File: config.mk
export PLATFORM = sky130hd
export DESIGN_NAME = spi_mem_engine
export DESIGN_NICKNAME = d
export VERILOG_FILES = /design/src/rtl/spi_mem_pkg.sv /design/src/rtl/spi_shifter.sv /design/src/rtl/spi_mem_engine.sv
export SDC_FILE = /design/constraint.sdc
export NUM_CORES = 1
export LEC_CHECK = 0
export BUFFER_PORTS_ARGS = -buffer_cell sky130_fd_sc_hd__buf_2
export CORE_MARGIN = 1
export CORE_UTILIZATION = 50
export DETAILED_ROUTE_END_ITERATION = 6
export PLACE_DENSITY = 0.72
export SLEW_MARGIN = 0
export SYNTH_ARGS = -nofsm -noshare
export SYNTH_HDL_FRONTEND = slang
export SYNTH_SLANG_ARGS = --single-unit
export TNS_END_PERCENT = 5
File: constraint.sdc
create_clock -name clk -period 2.98 [get_ports clk]
set_input_delay 0.596 -clock clk [delete_from_list [all_inputs] [get_ports clk]]
set_output_delay 0.596 -clock clk [all_outputs]
set_load 0.01 [all_outputs]
File: src/rtl/spi_mem_pkg.sv
// Shared definitions for the SPI memory engine: opcodes, mode byte, FSM states.
// Optional feature macro: SPI_MODE_INIT_EN (adds the INIT state).
package spi_mem_pkg;

  localparam logic [7:0] CMD_READ        = 8'h03;
  localparam logic [7:0] CMD_WRITE       = 8'h02;
  localparam logic [7:0] CMD_WRMR        = 8'h01;
  localparam logic [7:0] MODE_SEQUENTIAL = 8'h40;

`ifdef SPI_MODE_INIT_EN
  typedef enum logic [1:0] {
    IDLE  = 2'd0,
    SHIFT = 2'd1,
    DONE  = 2'd2,
    INIT  = 2'd3
  } state_t;
`else
  typedef enum logic [1:0] {
    IDLE  = 2'd0,
    SHIFT = 2'd1,
    DONE  = 2'd2
  } state_t;
`endif

endpackage

File: src/rtl/spi_shifter.sv
// SPI mode-0 bit engine: frame shift register, bit counter and phase toggle.
// Each bit takes two clk cycles: phase 0 (sclk low, mosi presented) and
// phase 1 (sclk high, miso sampled at the end of the phase).
module spi_shifter #(
  parameter int FRAME_BITS = 40,
  parameter int RX_BITS    = 16,
  parameter int CNT_W      = 6
) (
  input  logic                  clk,
  input  logic                  rst_n,
  input  logic                  i_load,
  input  logic [FRAME_BITS-1:0] i_frame,
  input  logic [CNT_W-1:0]      i_len,
  input  logic                  i_en,
  input  logic                  i_miso,
  output logic                  o_sclk,
  output logic                  o_mosi,
  output logic [RX_BITS-1:0]    o_rx,
  output logic                  o_last
);

  logic [FRAME_BITS-1:0] r_sr;
  logic [CNT_W-1:0]      r_cnt;
  logic [CNT_W-1:0]      r_len;
  logic                  r_phase;
  logic                  r_sclk;
  logic                  r_mosi;
  logic [RX_BITS-1:0]    r_rx;

  // Load a new frame, then alternate phases while enabled; the first bit is
  // placed on mosi at load so it is stable for the whole first bit period.
  always_ff @(posedge clk or negedge rst_n) begin
    if (!rst_n) begin
      r_sr    <= '0;
      r_cnt   <= '0;
      r_len   <= '0;
      r_phase <= 1'b0;
      r_sclk  <= 1'b0;
      r_mosi  <= 1'b0;
      r_rx    <= '0;
    end else if (i_load) begin
      r_sr    <= {i_frame[FRAME_BITS-2:0], 1'b0};
      r_mosi  <= i_frame[FRAME_BITS-1];
      r_len   <= i_len;
      r_cnt   <= '0;
      r_phase <= 1'b0;
      r_sclk  <= 1'b0;
    end else if (i_en) begin
      if (!r_phase) begin
        r_phase <= 1'b1;
        r_sclk  <= 1'b1;
      end else begin
        r_phase <= 1'b0;
        r_sclk  <= 1'b0;
        r_rx    <= {r_rx[RX_BITS-2:0], i_miso};
        r_cnt   <= r_cnt + CNT_W'(1);
        r_mosi  <= r_sr[FRAME_BITS-1];
        r_sr    <= {r_sr[FRAME_BITS-2:0], 1'b0};
      end
    end
  end

  // Final cycle of the frame: phase 1 of the last bit.
  always_comb begin
    o_last = i_en && r_phase && (r_cnt == r_len - CNT_W'(1));
  end

  assign o_sclk = r_sclk;
  assign o_mosi = r_mosi;
  assign o_rx   = r_rx;

endmodule

File: src/rtl/spi_mem_engine.sv
// SPI memory access engine: accepts read/write requests and issues
// {cmd, addr, data} frames through spi_shifter.
// Optional feature macro: SPI_MODE_INIT_EN (send WRMR sequential-mode frame
// after reset before accepting requests).
//
// Handshake: a request is accepted on the rising edge where the engine is in
// IDLE and start_write or start_read is high (write wins); busy rises on the
// next cycle and stays high until the cycle after DONE, when a new request
// may be presented. Starts while busy are ignored, not queued.
module spi_mem_engine
  import spi_mem_pkg::*;
#(
  parameter int DATA_WIDTH_BYTES = 2,
  parameter int ADDR_BITS        = 16
) (
  input  logic                          clk,
  input  logic                          rst_n,
  input  logic [ADDR_BITS-1:0]          addr_in,
  input  logic [8*DATA_WIDTH_BYTES-1:0] data_in,
  input  logic                          start_read,
  input  logic                          start_write,
  output logic [8*DATA_WIDTH_BYTES-1:0] data_out,
  output logic                          busy,
  output logic                          spi_select,
  output logic                          spi_clk_out,
  output logic                          spi_mosi,
  input  logic                          spi_miso,
  output state_t                        o_dbg_state
);

  localparam int DW = 8 * DATA_WIDTH_BYTES;
  localparam int FB = 8 + ADDR_BITS + DW;
  localparam int CW = $clog2(FB + 1);

`ifdef SPI_MODE_INIT_EN
  localparam state_t RST_STATE = INIT;
`else
  localparam state_t RST_STATE = IDLE;
`endif

  state_t          r_state;
  state_t          w_next;
  logic            r_busy;
  logic            r_sel;
  logic            r_is_read;
  logic [DW-1:0]   r_data_out;
  logic            w_load;
  logic            w_load_read;
  logic [FB-1:0]   w_frame;
  logic [CW-1:0]   w_len;
  logic            w_last;
  logic [DW-1:0]   w_rx;

  // Next-state decode and frame assembly for the shifter load.
  always_comb begin
    w_next      = r_state;
    w_load      = 1'b0;
    w_load_read = 1'b0;
    w_frame     = '0;
    w_len       = CW'(FB);
    case (r_state)
      IDLE: begin
        if (start_write) begin
          w_next  = SHIFT;
          w_load  = 1'b1;
          w_frame = {CMD_WRITE, addr_in, data_in};
        end else if (start_read) begin
          w_next      = SHIFT;
          w_load      = 1'b1;
          w_load_read = 1'b1;
          w_frame     = {CMD_READ, addr_in, {DW{1'b0}}};
        end
      end
      SHIFT: if (w_last) w_next = DONE;
      DONE:  w_next = IDLE;
`ifdef SPI_MODE_INIT_EN
      INIT: begin
        w_next  = SHIFT;
        w_load  = 1'b1;
        w_frame = {CMD_WRMR, MODE_SEQUENTIAL, {(FB-16){1'b0}}};
        w_len   = CW'(16);
      end
`endif
      default: w_next = IDLE;
    endcase
  end

  // State register plus registered busy/select and read-result capture.
  always_ff @(posedge clk or negedge rst_n) begin
    if (!rst_n) begin
      r_state    <= RST_STATE;
      r_busy     <= 1'b0;
      r_sel      <= 1'b1;
      r_is_read  <= 1'b0;
      r_data_out <= '0;
    end else begin
      r_state <= w_next;
      r_busy  <= (w_next != IDLE);
      r_sel   <= (w_next != SHIFT);
      if (w_load) r_is_read <= w_load_read;
      if (r_state == DONE && r_is_read) r_data_out <= w_rx;
    end
  end

  spi_shifter #(
    .FRAME_BITS (FB),
    .RX_BITS    (DW),
    .CNT_W      (CW)
  ) u_shifter (
    .clk     (clk),
    .rst_n   (rst_n),
    .i_load  (w_load),
    .i_frame (w_frame),
    .i_len   (w_len),
    .i_en    (r_state == SHIFT),
    .i_miso  (spi_miso),
    .o_sclk  (spi_clk_out),
    .o_mosi  (spi_mosi),
    .o_rx    (w_rx),
    .o_last  (w_last)
  );

  assign data_out    = r_data_out;
  assign busy        = r_busy;
  assign spi_select  = r_sel;
  assign o_dbg_state = r_state;

endmodule

[Word level (Yosys, flattened, before mapping)]
Index checks and enable logic that the tools add are counted.
Storage, ports and cells
  register bits after elaboration: 86
  bits of input ports: 37
  output and inout port bits: 22
  word-level logic and storage cells: 51
Cells by class
  add/sub/neg operators: 2
  equality and inequality tests: 4
  multiplexer cells: 24
  bitwise logic cells: 1
  reductions and logical operators: 9
Operator list (number)
  $mux W40: 3
  $mux W34: 3
  $mux W6: 3
  $mux W1: 11
  $add A6 B1 Y6 const B: 1
  $eq A6 B6 Y1: 1
  $mux W2: 3
  $reduce_bool A2 Y1: 3
  $sub A6 B1 Y6 const B: 1
  $pmux W2 S2: 1
  $logic_and A1 B1 Y1: 3
  $reduce_and A3 Y1: 1
  $eq A2 B1 Y1 const B: 1
  $eq A2 B2 Y1 const B: 1
  $logic_not A2 Y1: 1
  $ne A2 B1 Y1 const B: 1
  $reduce_and A2 Y1: 1
  $not A1 Y1: 1

[Depth between registers and ports, before layout]
  depth in word-level cells: 6
  gate-level depth with buffers: 6
  depth with buffers taken out: 4

[Modules after synthesis]
A second synthesis with hierarchy kept.
Unflattened totals
  cell total of the unflattened synthesis: 368
  area total of the unflattened synthesis: 4357.9 um^2
Modules (own cells, without submodules)
  spi_shifter: times used 1, cells an instance 276, area an instance 3150.5 um^2
  spi_mem_engine: times used 1, cells an instance 92, area an instance 1207.4 um^2

[Worst setup path after synthesis]
OpenSTA, ideal clock, no wires.
  kind: register to register
  start point: register r_state[0], in the netlist o_dbg_state[0]
  end point: register u_shifter.r_sr[17]
  library setup time: 0.126 ns
  arrival time: 1.383 ns
  setup slack: 1.471 ns
  cell stages (with the launch flop): 6
  path buffers: 2
  period minus slack after synthesis: 1.509 ns
  cells stage by stage: dfrtp_1 -> buf_4 -> or2_0 -> buf_6 -> o21a_1 -> a221o_1
Between the ends
  cells in the longest elaborated chain, start to end: 4
RTL lines
  start, declared: RTL line spi_mem_engine.sv:41  | state_t r_state;
  start signal, assigned: RTL line spi_mem_engine.sv:97  | r_state <= w_next;
  $logic_not A2 Y1: RTL line spi_mem_engine.sv:61  | case (r_state)
  $mux W1: RTL line spi_mem_engine.sv:61
  $reduce_bool A2 Y1 (no line)
  $reduce_and A2 Y1 (no line)
  end signal, assigned: RTL line spi_shifter.sv:42  | r_sr <= {i_frame[FRAME_BITS-2:0], 1'b0};
  end signal, assigned: RTL line spi_shifter.sv:58  | r_sr <= {r_sr[FRAME_BITS-2:0], 1'b0};
  end, declared: RTL line spi_shifter.sv:22  | logic [FRAME_BITS-1:0] r_sr;
Parallel ways exist; a longest one is shown, timed or not.
A chain may end at the register's enable or synchronous reset.

[Final worst setup path]
  start point: register r_state[0], in the netlist o_dbg_state[0]
  end point: register u_shifter.r_sr[25]
The elaborated chain is that of the path after synthesis.

==> metrics.md <==
| Metric | Value |
|---|---|
| CTS Buf Count | `9` |
| Net Switching | `1.26 mW` |
| Count leader, synth | `nand2_1` |
| FP Rows | `30` |
| Detailed Route WL | `7050 um` |
| Crit path largest cell delay | `0.67 ns` |
| Vias in the first global route | `2662` |
| Die height | `87.8 um` |
| Outcome | `complete, no violations` |
| Initial core utilization | `53.0%` |
| GP Congestion | `0.725` |
| Share of total power in combinational logic | `28.1%` |
| Critical path depth | `4` |
| Area delta synth->final | `15.0%` |
| Post-DR vias/cell | `5.48` |
| Overflow after GRT | `0` |
| Top post-synthesis cells by count | `107 x nand2_1, 84 x dfrtp_1, 16 x a31oi_1, 16 x mux2_2, 16 x nor3_1` |
| RSZ-0062 raised after global routing | `no` |
| Bufs on Longest Clock Path | `2` |
| Core area | `0.00694 mm2` |
| Number of setup buffers added after CTS | `0` |
| Worst-Skew Late Latency | `0.35 ns` |
| Dpl cells | `483` |
| Critical path cell sequence | `and3b_1, buf_4, nand2_1, a31oi_1` |
| Min Tclk post-route | `1.95 ns` |
| Placed cell areas | `0.00400 mm2` |
| Relative max-transition margin | `29.8%` |
| Bufs and invs on worst path | `1` |
| Critical Path Sink Type | `flip-flop` |
| First-pass GRT wire length | `12200 um` |
| Worst Reg-to-Reg Cells | `4` |
| Synth unique cells | `41` |
| Wirelength per Cell | `14.1 um` |
| Crit Reg-Reg Startpoint | `o_dbg_state[0]$_DFF_PN0_` |
| Max Cap Viol | `0` |
| DRT iter0 DRCs | `183` |
| Area leader, netlist | `dfrtp_1` |
| CTS clk-pin slew, worst paths | `0.09 ns` |
| Sequential cell area | `0.00213 mm2` |
| Fraction of registers with async set/reset | `100%` |
| Critical path arrival | `2.22 ns` |
| Placed wire-length estimate | `4440 um` |
| Synth Flop Type | `dfrtp_1` |
| Die footprint | `0.00771 mm2` |
| Chip width | `87.8 um` |
| Crit-path leading delay family | `simple AND/OR/NAND/NOR gates` |
| Mapped Cells | `348` |
| Synth area leaders | `dfrtp_1 57%, nand2_1 11%, mux2_2 4.9%, a2bb2oi_2 4.1%, a31oi_1 2.7%` |
| DR vias | `2735` |
| Power per cell area | `883 mW/mm2` |
| Final Hold Fails | `0` |
| Multi-input logic area | `0.00141 mm2` |
| All-layer global routing usage | `20.5%` |
| Drc violations | `0` |
| Synthesis Warnings | `0` |
| Post-route ant nets | `0` |
| Maximum vdd drop | `0.000536 V` |
| Worst hold slack | `0.435 ns` |
| FF+latch count, synth | `85` |
| Count of input and output buffers | `58` |
| Layout cell share with drive strength beyond 1 | `27.8%` |
| Crit path required time | `3.25 ns` |
| H-tree depth | `3` |
| Clock sinks | `85` |
| DR pass1 iterations | `4` |
| Slew Viols, Final | `0` |
| Setup_tns | `0 ns` |
| Synthesized area per cell | `10.6 um2` |
| Fmax | `513 MHz` |
| Ports | `59` |
| Post-CTS Hold Fix Bufs | `0` |
| Largest net degree at the start of global routing | `86` |
| Least-Margin Pin Slew | `1.05 ns` |
| Crit Path Max Fanout | `25` |
| Final setup fails | `0` |
| Post-synthesis sequential area ratio | `57.8%` |
| CTS tree | `done` |
| Worst setup startpoint | `o_dbg_state[0]$_DFF_PN0_` |
| Hold Crit Class | `input port to asynchronous set/reset pin` |
| Initial antenna violation count | `0` |
| Net count reported at finish | `436` |
| Post-synth EDFFs | `0` |
| Fin crit share | `65.4%` |
| Cell Area, Synth | `0.00368 mm2` |
| Diode count | `0` |
| Sequential power share | `47.1%` |
| Critical path launch point type | `flip-flop` |
| Final std cells w/o fill | `499` |
| Static Leak | `2.02 nW` |
| CP Class | `flip-flop to flip-flop` |
| Switch share | `33.8%` |
| Internal power | `2.48 mW` |
| Fill cells | `615` |
| Post-CTS sizing | `0` |
| Design area | `0.00423 mm2` |
| Clock power share | `24.8%` |
| Clock skew | `0.0115 ns` |
| Clk root buf | `clkbuf_8` |
| Post-synth top area share | `57.1%` |
| Synthesized net count | `386` |
| CP max stage cell | `and3b_1` |
==> final timing paths <==
check / end / slack [ns]
max: u_shifter.r_sr[25]$_DFFE_PN0P_ / 1.03
min: data_out[4]$_DFFE_PN0P_ / 0.43
max reg2reg: u_shifter.r_sr[25]$_DFFE_PN0P_ / 1.03
min reg2reg: u_shifter.o_rx[12]$_DFFE_PN0P_ / 0.50
max in group asynchronous: u_shifter.r_sr[11]$_DFFE_PN0P_ / 1.87
min in group clk: u_shifter.r_sr[5]$_DFFE_PN0P_ / 0.48
==> placed cells by master, fill, tap and decap left out, drive strengths merged, types with 2 or more instances in the layout <==
master	synthesis	routed
a21oi	12	12
a22o	3	3
a2bb2oi	15	15
a31oi	16	16
buf	17	63
bufinv	0	2
clkbuf	7	10
clkinv	0	3
dfrtp	84	84
inv	2	3
mux2	16	16
nand2	107	107
nand3	3	3
nand3b	2	2
nor2	8	8
nor3	16	16
o21a	2	2
o21ai	6	6
o22ai	15	15
or3	2	2
==> registers in the layout, indices dropped and copies added (netlist names) <==
register	cells
u_shifter.r_phase	1
u_shifter.o_rx	16
spi_select	1
r_is_read	1
busy	1
data_out	16
u_shifter.r_cnt	6
u_shifter.r_len	1
u_shifter.r_sr	39
u_shifter.o_mosi	1
o_dbg_state	2
==> per-layer routing <==
layer	track usage (%)	share of wire, %	up-vias
li1	-	-	1310
met1	27.9	47	1328
met2	33.0	46	86
met3	3.30	4.4	11
met4	8.35	1.8	0
met5	0	0	-
==> layout make-up <==
| cell class | instances | share of cell area [%] |
|---|---|---|
| flip-flops and latches | 85 | 50.3 |
| multi-input cells | 237 | 33.4 |
| repair buffers | 63 | 7.81 |
| clock buffers | 10 | 3.25 |
| well taps | 96 | 2.84 |
| clock inverters | 6 | 2.25 |
| inverters | 2 | 0.177 |
==> cell families after synthesis <==
group,Yosys count,share of synthesized area [%]
fa+ha+maj,1,0.340
compound gates,72,15.1
flops,85,57.8
mux,17,5.17
buf+inv,26,3.77
xor+xnor,1,0.238
simple gates,146,17.5
==> power groups by stage <==
| stage | clock network (mW) | logic [mW] | registers [mW] |
|---|---|---|---|
| after floorplan | 0 | 0.884 | 1.71 |
| after global placement | 0 | 1.02 | 1.76 |
| after detailed placement | 0 | 1.06 | 1.77 |
| after CTS | 0.946 | 1.06 | 1.76 |
| after global routing | 0.990 | 1.19 | 1.80 |
| final | 0.927 | 1.05 | 1.76 |
==> stage by stage <==
step / util (%) / power [mW] / setup WS (ns)
floorplan: - / 2.59 / 1.47
global placement: 57.6 / 2.78 / 1.09
detailed placement: 57.6 / 2.83 / 0.979
CTS: 60.9 / 3.77 / 0.977
global route: 60.9 / 3.99 / 0.811
finish: 60.9 / 3.74 / 1.03
Note: power is estimated with default switching activity, not from simulation.
